===== src/rtl/sram_arb_multi.sv =====
// sram_arb_multi: arbitrates NUM_MASTERS Avalon-style masters onto one
// asynchronous SRAM. It supports fixed-select and round-robin arbitration,
// and a programmable number of cycles per access. All SRAM pins are registered.
//
// Handshake: a master asserts m_read/m_write (write wins if both) and holds
// it while m_waitrequest is high. m_waitrequest drops for exactly one cycle,
// which is the last ACCESS cycle of that master's access. That cycle is the
// transfer. Read data returns one cycle later, qualified by a one-cycle
// m_readdataready pulse on the granted master's bit.
module sram_arb_multi #(
  parameter int ADDR_WIDTH    = 20,
  parameter int DATA_WIDTH    = 16,
  parameter int NUM_MASTERS   = 2,
  parameter int SEL_WIDTH     = 1,
  parameter int ACCESS_CYCLES = 2,
  localparam int BE_WIDTH     = DATA_WIDTH / 8
) (
  input  logic                              clock,
  input  logic                              reset,
  input  logic                              mode,
  input  logic [SEL_WIDTH-1:0]              sel,
  input  logic [NUM_MASTERS*ADDR_WIDTH-1:0] m_address,
  input  logic [NUM_MASTERS*BE_WIDTH-1:0]   m_byteenable,
  input  logic [NUM_MASTERS-1:0]            m_read,
  input  logic [NUM_MASTERS-1:0]            m_write,
  input  logic [NUM_MASTERS*DATA_WIDTH-1:0] m_writedata,
  output logic [DATA_WIDTH-1:0]             m_readdata,
  output logic [NUM_MASTERS-1:0]            m_readdataready,
  output logic [NUM_MASTERS-1:0]            m_waitrequest,
  output logic                              busy,
  output logic                              dbg_state,
  output logic [ADDR_WIDTH-1:0]             sram_address,
  output logic [DATA_WIDTH-1:0]             sram_dout,
  input  logic [DATA_WIDTH-1:0]             sram_din,
  output logic                              sram_doe,
  output logic                              sram_ce_n,
  output logic                              sram_oe_n,
  output logic                              sram_we_n,
  output logic [BE_WIDTH-1:0]               sram_be_n
);

  localparam int GW = (NUM_MASTERS > 1) ? $clog2(NUM_MASTERS) : 1;
  localparam logic [3:0] LAST_CNT = 4'(ACCESS_CYCLES - 1);

  typedef enum logic {IDLE = 1'b0, ACCESS = 1'b1} state_t;

  state_t                  state_q, state_d;
  logic [GW-1:0]           grant_q, grant_d;
  logic [GW-1:0]           last_grant_q, last_grant_d;
  logic [3:0]              count_q, count_d;
  logic                    is_wr_q, is_wr_d;
  logic [ADDR_WIDTH-1:0]   addr_q, addr_d;
  logic [DATA_WIDTH-1:0]   dout_q, dout_d;
  logic [BE_WIDTH-1:0]     be_n_q, be_n_d;
  logic                    doe_q, doe_d;
  logic                    ce_n_q, ce_n_d;
  logic                    oe_n_q, oe_n_d;
  logic                    we_n_q, we_n_d;
  logic [DATA_WIDTH-1:0]   rdata_q, rdata_d;
  logic [NUM_MASTERS-1:0]  rdr_q, rdr_d;
  logic [NUM_MASTERS-1:0]  req;
  logic                    last_cycle;
  logic                    found;
  int                      pick;
  int                      idx;

  assign req        = m_read | m_write;
  assign last_cycle = (state_q == ACCESS) && (count_q == LAST_CNT);

  // Per-master stall: released only in the granted master's final ACCESS cycle
  always_comb begin
    for (int i = 0; i < NUM_MASTERS; i++) begin
      m_waitrequest[i] = req[i] & ~(last_cycle && (int'(grant_q) == i));
    end
  end

  // Arbitration, access sequencing and next values of the registered pins
  always_comb begin
    state_d      = state_q;
    grant_d      = grant_q;
    last_grant_d = last_grant_q;
    count_d      = count_q;
    is_wr_d      = is_wr_q;
    addr_d       = addr_q;
    dout_d       = dout_q;
    be_n_d       = be_n_q;
    doe_d        = doe_q;
    ce_n_d       = ce_n_q;
    oe_n_d       = oe_n_q;
    we_n_d       = we_n_q;
    rdata_d      = rdata_q;
    rdr_d        = '0;
    found        = 1'b0;
    pick         = 0;
    idx          = 0;
    case (state_q)
      IDLE: begin
        // Pins sit idle for this cycle, which gives the bus turnaround.
        addr_d  = '0;
        dout_d  = '0;
        be_n_d  = '1;
        doe_d   = 1'b0;
        ce_n_d  = 1'b1;
        oe_n_d  = 1'b1;
        we_n_d  = 1'b1;
        count_d = '0;
        if (!mode) begin
          // An out-of-range sel matches no index, so no master is granted.
          for (int i = 0; i < NUM_MASTERS; i++) begin
            if ((int'(sel) == i) && req[i]) begin
              found = 1'b1;
              pick  = i;
            end
          end
        end else begin
          // The search starts just after the last grant and wraps around.
          for (int k = 1; k <= NUM_MASTERS; k++) begin
            idx = int'(last_grant_q) + k;
            if (idx >= NUM_MASTERS) idx = idx - NUM_MASTERS;
            if (!found && req[idx]) begin
              found = 1'b1;
              pick  = idx;
            end
          end
        end
        if (found) begin
          state_d = ACCESS;
          grant_d = GW'(pick);
          if (mode) last_grant_d = GW'(pick);
          is_wr_d = m_write[pick];
          addr_d  = m_address[pick*ADDR_WIDTH +: ADDR_WIDTH];
          be_n_d  = ~m_byteenable[pick*BE_WIDTH +: BE_WIDTH];
          ce_n_d  = 1'b0;
          if (m_write[pick]) begin
            we_n_d = 1'b0;
            doe_d  = 1'b1;
            dout_d = m_writedata[pick*DATA_WIDTH +: DATA_WIDTH];
          end else begin
            oe_n_d = 1'b0;
          end
        end
      end
      ACCESS: begin
        if (count_q == LAST_CNT) begin
          state_d = IDLE;
          addr_d  = '0;
          dout_d  = '0;
          be_n_d  = '1;
          doe_d   = 1'b0;
          ce_n_d  = 1'b1;
          oe_n_d  = 1'b1;
          we_n_d  = 1'b1;
          count_d = '0;
          if (!is_wr_q) begin
            rdata_d = sram_din;
            for (int i = 0; i < NUM_MASTERS; i++) begin
              rdr_d[i] = (int'(grant_q) == i);
            end
          end
        end else begin
          count_d = count_q + 4'd1;
        end
      end
      default: state_d = IDLE;
    endcase
  end

  // State and registered pins; reset drops every strobe immediately
  always_ff @(posedge clock or posedge reset) begin
    if (reset) begin
      state_q      <= IDLE;
      grant_q      <= '0;
      last_grant_q <= GW'(NUM_MASTERS - 1);
      count_q      <= '0;
      is_wr_q      <= 1'b0;
      addr_q       <= '0;
      dout_q       <= '0;
      be_n_q       <= '1;
      doe_q        <= 1'b0;
      ce_n_q       <= 1'b1;
      oe_n_q       <= 1'b1;
      we_n_q       <= 1'b1;
      rdata_q      <= '0;
      rdr_q        <= '0;
    end else begin
      state_q      <= state_d;
      grant_q      <= grant_d;
      last_grant_q <= last_grant_d;
      count_q      <= count_d;
      is_wr_q      <= is_wr_d;
      addr_q       <= addr_d;
      dout_q       <= dout_d;
      be_n_q       <= be_n_d;
      doe_q        <= doe_d;
      ce_n_q       <= ce_n_d;
      oe_n_q       <= oe_n_d;
      we_n_q       <= we_n_d;
      rdata_q      <= rdata_d;
      rdr_q        <= rdr_d;
    end
  end

  assign busy            = (state_q == ACCESS);
  assign dbg_state       = state_q;
  assign sram_address    = addr_q;
  assign sram_dout       = dout_q;
  assign sram_be_n       = be_n_q;
  assign sram_doe        = doe_q;
  assign sram_ce_n       = ce_n_q;
  assign sram_oe_n       = oe_n_q;
  assign sram_we_n       = we_n_q;
  assign m_readdata      = rdata_q;
  assign m_readdataready = rdr_q;

endmodule

===== config.mk =====
export PLATFORM = sky130hd
export DESIGN_NAME = sram_arb_multi
export DESIGN_NICKNAME = d
export VERILOG_FILES = /design/src/rtl/sram_arb_multi.sv
export SDC_FILE = /design/constraint.sdc
export NUM_CORES = 1
export LEC_CHECK = 0
export ABC_AREA = 1
export BUFFER_PORTS_ARGS = -buffer_cell sky130_fd_sc_hd__buf_2
export CAP_MARGIN = 20
export CORE_MARGIN = 2
export CORE_UTILIZATION = 35
export DETAILED_ROUTE_END_ITERATION = 8
export GPL_ROUTABILITY_DRIVEN = 0
export PLACE_DENSITY = 0.68
export SKIP_LAST_GASP = 1
export SLEW_MARGIN = 15
export SYNTH_ARGS = -nofsm -noshare
export SYNTH_HDL_FRONTEND = slang
export SYNTH_SLANG_ARGS = --single-unit
export TNS_END_PERCENT = 1

===== constraint.sdc =====
create_clock -name clock -period 6.04 [get_ports clock]
set_input_delay 1.208 -clock clock [delete_from_list [all_inputs] [get_ports clock]]
set_output_delay 1.208 -clock clock [all_outputs]
set_load 0.02 [all_outputs]

# [Word level (Yosys, flattened, before mapping)]
# Index checks and enable logic that the tools add are counted.
[totals] inputBits=100 ff_bits=68 word_cells=108 out_inout_bits=64
[classes] bitwise_logic=10 reduce_logical=10 addsub=5 order_cmp=5 mul=1 eq_ne=2 shifts=3 muxes=58
[op_table] cell="32-bit 2-to-1 mux" count=10
[op_table] cell="32-bit by 3-bit < comparator with 1-bit output (second input constant)" count=3
[op_table] cell="16-bit 2-to-1 mux" count=3
[op_table] cell="20-bit 2-to-1 mux" count=2
[op_table] cell="20-bit one-hot mux with 2 select lines" count=1
[op_table] cell="40-bit by 32-bit variable part select with 20-bit output" count=1
[op_table] cell="32-bit by 4-bit multiplier with 30-bit output (second input constant)" count=1
[op_table] cell="16-bit one-hot mux with 2 select lines" count=1
[op_table] cell="32-bit by 32-bit variable part select with 16-bit output" count=1
[op_table] cell="4-bit by 32-bit variable part select with 2-bit output" count=1
[op_table] cell="1-bit 2-to-1 mux" count=28
[op_table] cell="2-bit 2-to-1 mux" count=5
[op_table] cell="1-bit one-hot mux with 2 select lines" count=5
[op_table] cell="4-bit one-hot mux with 2 select lines" count=1
[op_table] cell="1-bit logical AND" count=6
[op_table] cell="1-bit inverter" count=6
[op_table] cell="3-bit AND reduction" count=2
[op_table] cell="4-bit by 1-bit adder with 4-bit output (second input constant)" count=1
[op_table] cell="4-bit by 1-bit == test with 1-bit output (second input constant)" count=1
[op_table] cell="4-bit 2-to-1 mux" count=1
[op_table] cell="2-bit one-hot mux with 2 select lines" count=1
[op_table] cell="3-bit by 2-bit subtractor with 4-bit output (second input constant)" count=1
[op_table] cell="1-bit by 2-bit adder with 3-bit output (second input constant)" count=1
[op_table] cell="3-bit by 2-bit >= comparator with 1-bit output (second input constant)" count=1
[op_table] cell="9 further kinds" count=10

# [Logic depth before layout (Yosys ltp)]
[logic_depth] word_depth=22 ltp_mapped=12 ltp_nobuf=10

# [Worst setup path before layout]
# No wires, ideal clock.
[synth_timing] path_type="input to output" startpoint="input m_write[1]" endpoint="output m_waitrequest[1]" t_required_ns=4.832 n_path_buf=0 setup_slack_ns=3.338 path_stages=4 t_arrival_ns=1.494 path_cell_list="inv_2 > nand2_1 > nand2_1 > inv_1"
[synth_via] elab_chain_len=2
[synth_rtl] item="start, declared" line="25" source="input logic [NUM_MASTERS-1:0] m_write,"
[synth_rtl] item="2-bit bitwise OR" line="67" source="assign req = m_read | m_write;"
[synth_rtl] item="1-bit AND" line="73" source="m_waitrequest[i] = req[i] & ~(last_cycle && (int'(grant_q) == i));"
[synth_rtl] item="end, declared" line="29" source="output logic [NUM_MASTERS-1:0] m_waitrequest,"
# No other way between the ends.

# [Worst setup path after layout]
# Ends and elaborated chain as after synthesis.

==> reports/metrics.yaml <==
clocking:
  cts_root_buffer: "clkbuf_8"
  postCtsSetupRepairBufs: 0
  clk_latency_ps: 340
  clk_pin_slew_worst_paths_ps: 70
  h-tree-depth: 3
  hold_buffers: 0
  cts_buffers: 9
  cts_sinks: 68
  cts_tree: "built"
  ctsResizeCount: 0
  cts_buffer_depth: 2
pwr:
  seqPwrFrac_pct: 35.2
  internal_power_mw: 1.24
  switchingPower_uw: 912
  switching_share_pct: 42.4
  leakagePower_nw: 2.56
  powerDensity_mw_per_mm2: 486
  p_comb_share_pct: 45.5
  vdd_ir_drop_max_mv: 0.155
  clkPwrFrac_pct: 19.3
layout:
  fin_nets: 673
  antenna_cells: 0
  final_area_mm2: 0.00442
  syn_to_final_growth_pct: 32.9
  drive_gt1_share_pct: 37.8
  fin_cells: 705
timing:
  drv_slew: 0
  finalCriticalPeriod_ps: 2910
  rsz0062_at_grt: "no"
  final.period_utilization_pct: 48.2
  tns_ps: 0
  max_freq_mhz: 344
  relSlewSlack_pct: 48.0
  finalHoldViolations: 0
  setup_viol: 0
  finClkSkew_ps: 9.37
  worst_slew_pin_slew_ps: 779
yosys:
  synth_fp_nets: 515
  ys_warn_count: 0
  synth_top_area_share_pct: 46.6
  synth-async-reset-ratio_pct: 100
  ys_ff_latch: 68
  yosysSeqAreaShare_pct: 51.4
  syn_avg_cell_area_um2: 8.06
  netlist_instances: 413
  ys.flop_type: "dfrtp_1"
  post-synth-top-count-cell: "nand2_1"
  synth_edf_count: 0
  synth_cell_type_count: 24
  synth_common_cells: "nand2_1, dfrtp_1, inv_1"
  synthTopCellsByArea: "dfrtp_1, nand2_1, inv_1"
  syn_area_mm2: 0.00333
  synth_top_cell_by_area: "dfrtp_1"
placed_design:
  dpl.cell_count: 689
  port-buffer-count: 163
  place_area_mm2: 0.00420
  hpwl_um: 5850
critical_path:
  path_cells: "buf_2 -> inv_2 -> nand2_1 -> nand2_1 -> inv_1 -> buf_2"
  reg2reg_setup_slack_ps: 3960
  crit_type: "in2out"
  slowest_stage: "buf_2"
  arrival_ps: 1700
  start_kind: "input port"
  slowest_delay_ps: 140
  critPathCaptureType: "output port"
  cp_max_fo: 3
  worstPathRequired_ps: 4830
detailed_routing:
  vias: 3013
  wl_per_cell_um: 11.3
  drt-initial-drc-count: 58
  drc: 0
  viasPerCell: 4.27
  drtPass1Iterations: 5
  ant_nets: 0
  wl_um: 7940
worst_hold_path:
  hold_class: "reg2reg"
floorplan:
  die_height_um: 102
  ioPinCount: 164
  dieArea_mm2: 0.0103
  start_util_pct: 36.0
  rows: 35
  core_area_mm2: 0.00924
  die_w_um: 102
global_routing:
  grt_max_degree: 77
  grt_usage_pct: 16.3
  grt_first_pass_wirelength_um: 13300
  grt_pass1_vias: 2920
  overflow: 0
  antenna_found_initial: 0
run:
  drv_cap: 0
run_status:
  status: "completed"
registers in the layout (all words and copies together), names as in the netlist:
signal / flops
busy: 1
count_q: 4
grant_q: 1
is_wr_q: 1
last_grant_q: 1
m_readdata: 16
m_readdataready: 2
sram_address: 20
sram_be_n: 2
sram_ce_n: 1
sram_doe: 1
sram_dout: 16
sram_oe_n: 1
sram_we_n: 1
layout make-up:
class / instances / area [µm²]
well taps: 129 / 161
clock buffers: 10 / 138
fillers: 930 / 4820
inverters: 54 / 203
clock inverters: 6 / 87.6
flip-flops and latches: 68 / 1710
multi-input cells: 272 / 1290
repair buffers: 166 / 838
worst max-delay path: cells and delay by family:
| family | cells | cell delay (ps) |
|---|---|---|
| buffers and inverters | 4 | 330 |
| and+or+nand+nor | 2 | 160 |
kinds of logic after synthesis:
logic type	after synthesis	synth area share (%)
simple gates	202	24.2
buf+inv	73	10.2
flops	68	51.4
compound gates	51	7.74
mux	16	5.41
fa+ha+maj	2	0.752
xor+xnor	1	0.263
power by group through the flow:
stage | clock network (mW) | logic, mW | registers [mW]
2_1_floorplan | 0 | 0.485 | 0.975
3_3_place_gp | 0 | 0.983 | 0.757
3_5_place_dp | 0 | 1.00 | 0.765
4_1_cts | 0.431 | 1.00 | 0.760
5_1_grt | 0.449 | 1.11 | 0.788
6_report | 0.416 | 0.979 | 0.757
metal layers:
| metal | GRT usage (%) | routed length (µm) |
|---|---|---|
| met1 | 20.1 | 3480 |
| met2 | 27.5 | 3770 |
| met3 | 3.93 | 542 |
| met4 | 6.65 | 143 |
| met5 | 0 | 0 |
cells in the final DEF, fill, tap and decap left out:
| cell | count |
|---|---|
| dfstp_2 | 6 |
| o211ai_1 | 1 |
| xnor2_1 | 1 |
| clkinvlp_4 | 3 |
| inv_2 | 2 |
| nand2_2 | 6 |
| nor2_8 | 1 |
| a21oi_1 | 4 |
| inv_1 | 52 |
| nor2_4 | 1 |
| dfrtp_1 | 62 |
| nand2_1 | 141 |
| nor2_2 | 2 |
| buf_2 | 163 |
| o21ai_0 | 15 |
| clkinv_2 | 1 |
| or2_2 | 1 |
| nor2_1 | 46 |
| clkbuf_8 | 10 |
| ha_1 | 2 |
| bufinv_16 | 2 |
| buf_4 | 3 |
| nor3_2 | 1 |
| nand3_1 | 3 |
| o21ai_1 | 31 |
| mux2_2 | 16 |
metrics by stage:
stage | hold WS, ps | setup slack, ps | power (mW) | utilization, %
6_report | 432 | 3130 | 2.15 | 47.9
5_1_grt | 442 | 3000 | 2.34 | 47.9
4_1_cts | 440 | 3120 | 2.19 | 47.9
3_5_place_dp | 431 | 3100 | 1.77 | 45.4
3_3_place_gp | 419 | 3150 | 1.74 | 45.4
2_1_floorplan | 401 | 3130 | 1.46 | -
path summary, 6_finish.rpt:
path,startpoint,to,depth (start not counted)
worst min-delay path,is_wr_q,m_readdataready[0],1
worst min register to register,is_wr_q,m_readdataready[0],1
worst max-delay path,m_write[1],m_waitrequest[1],6
min in group asynchronous,reset,m_readdata[15],2
max in group asynchronous,reset,sram_dout[0],3
worst max register to register,last_grant_q,sram_dout[7],10
(Power assumes the default switching activity.)
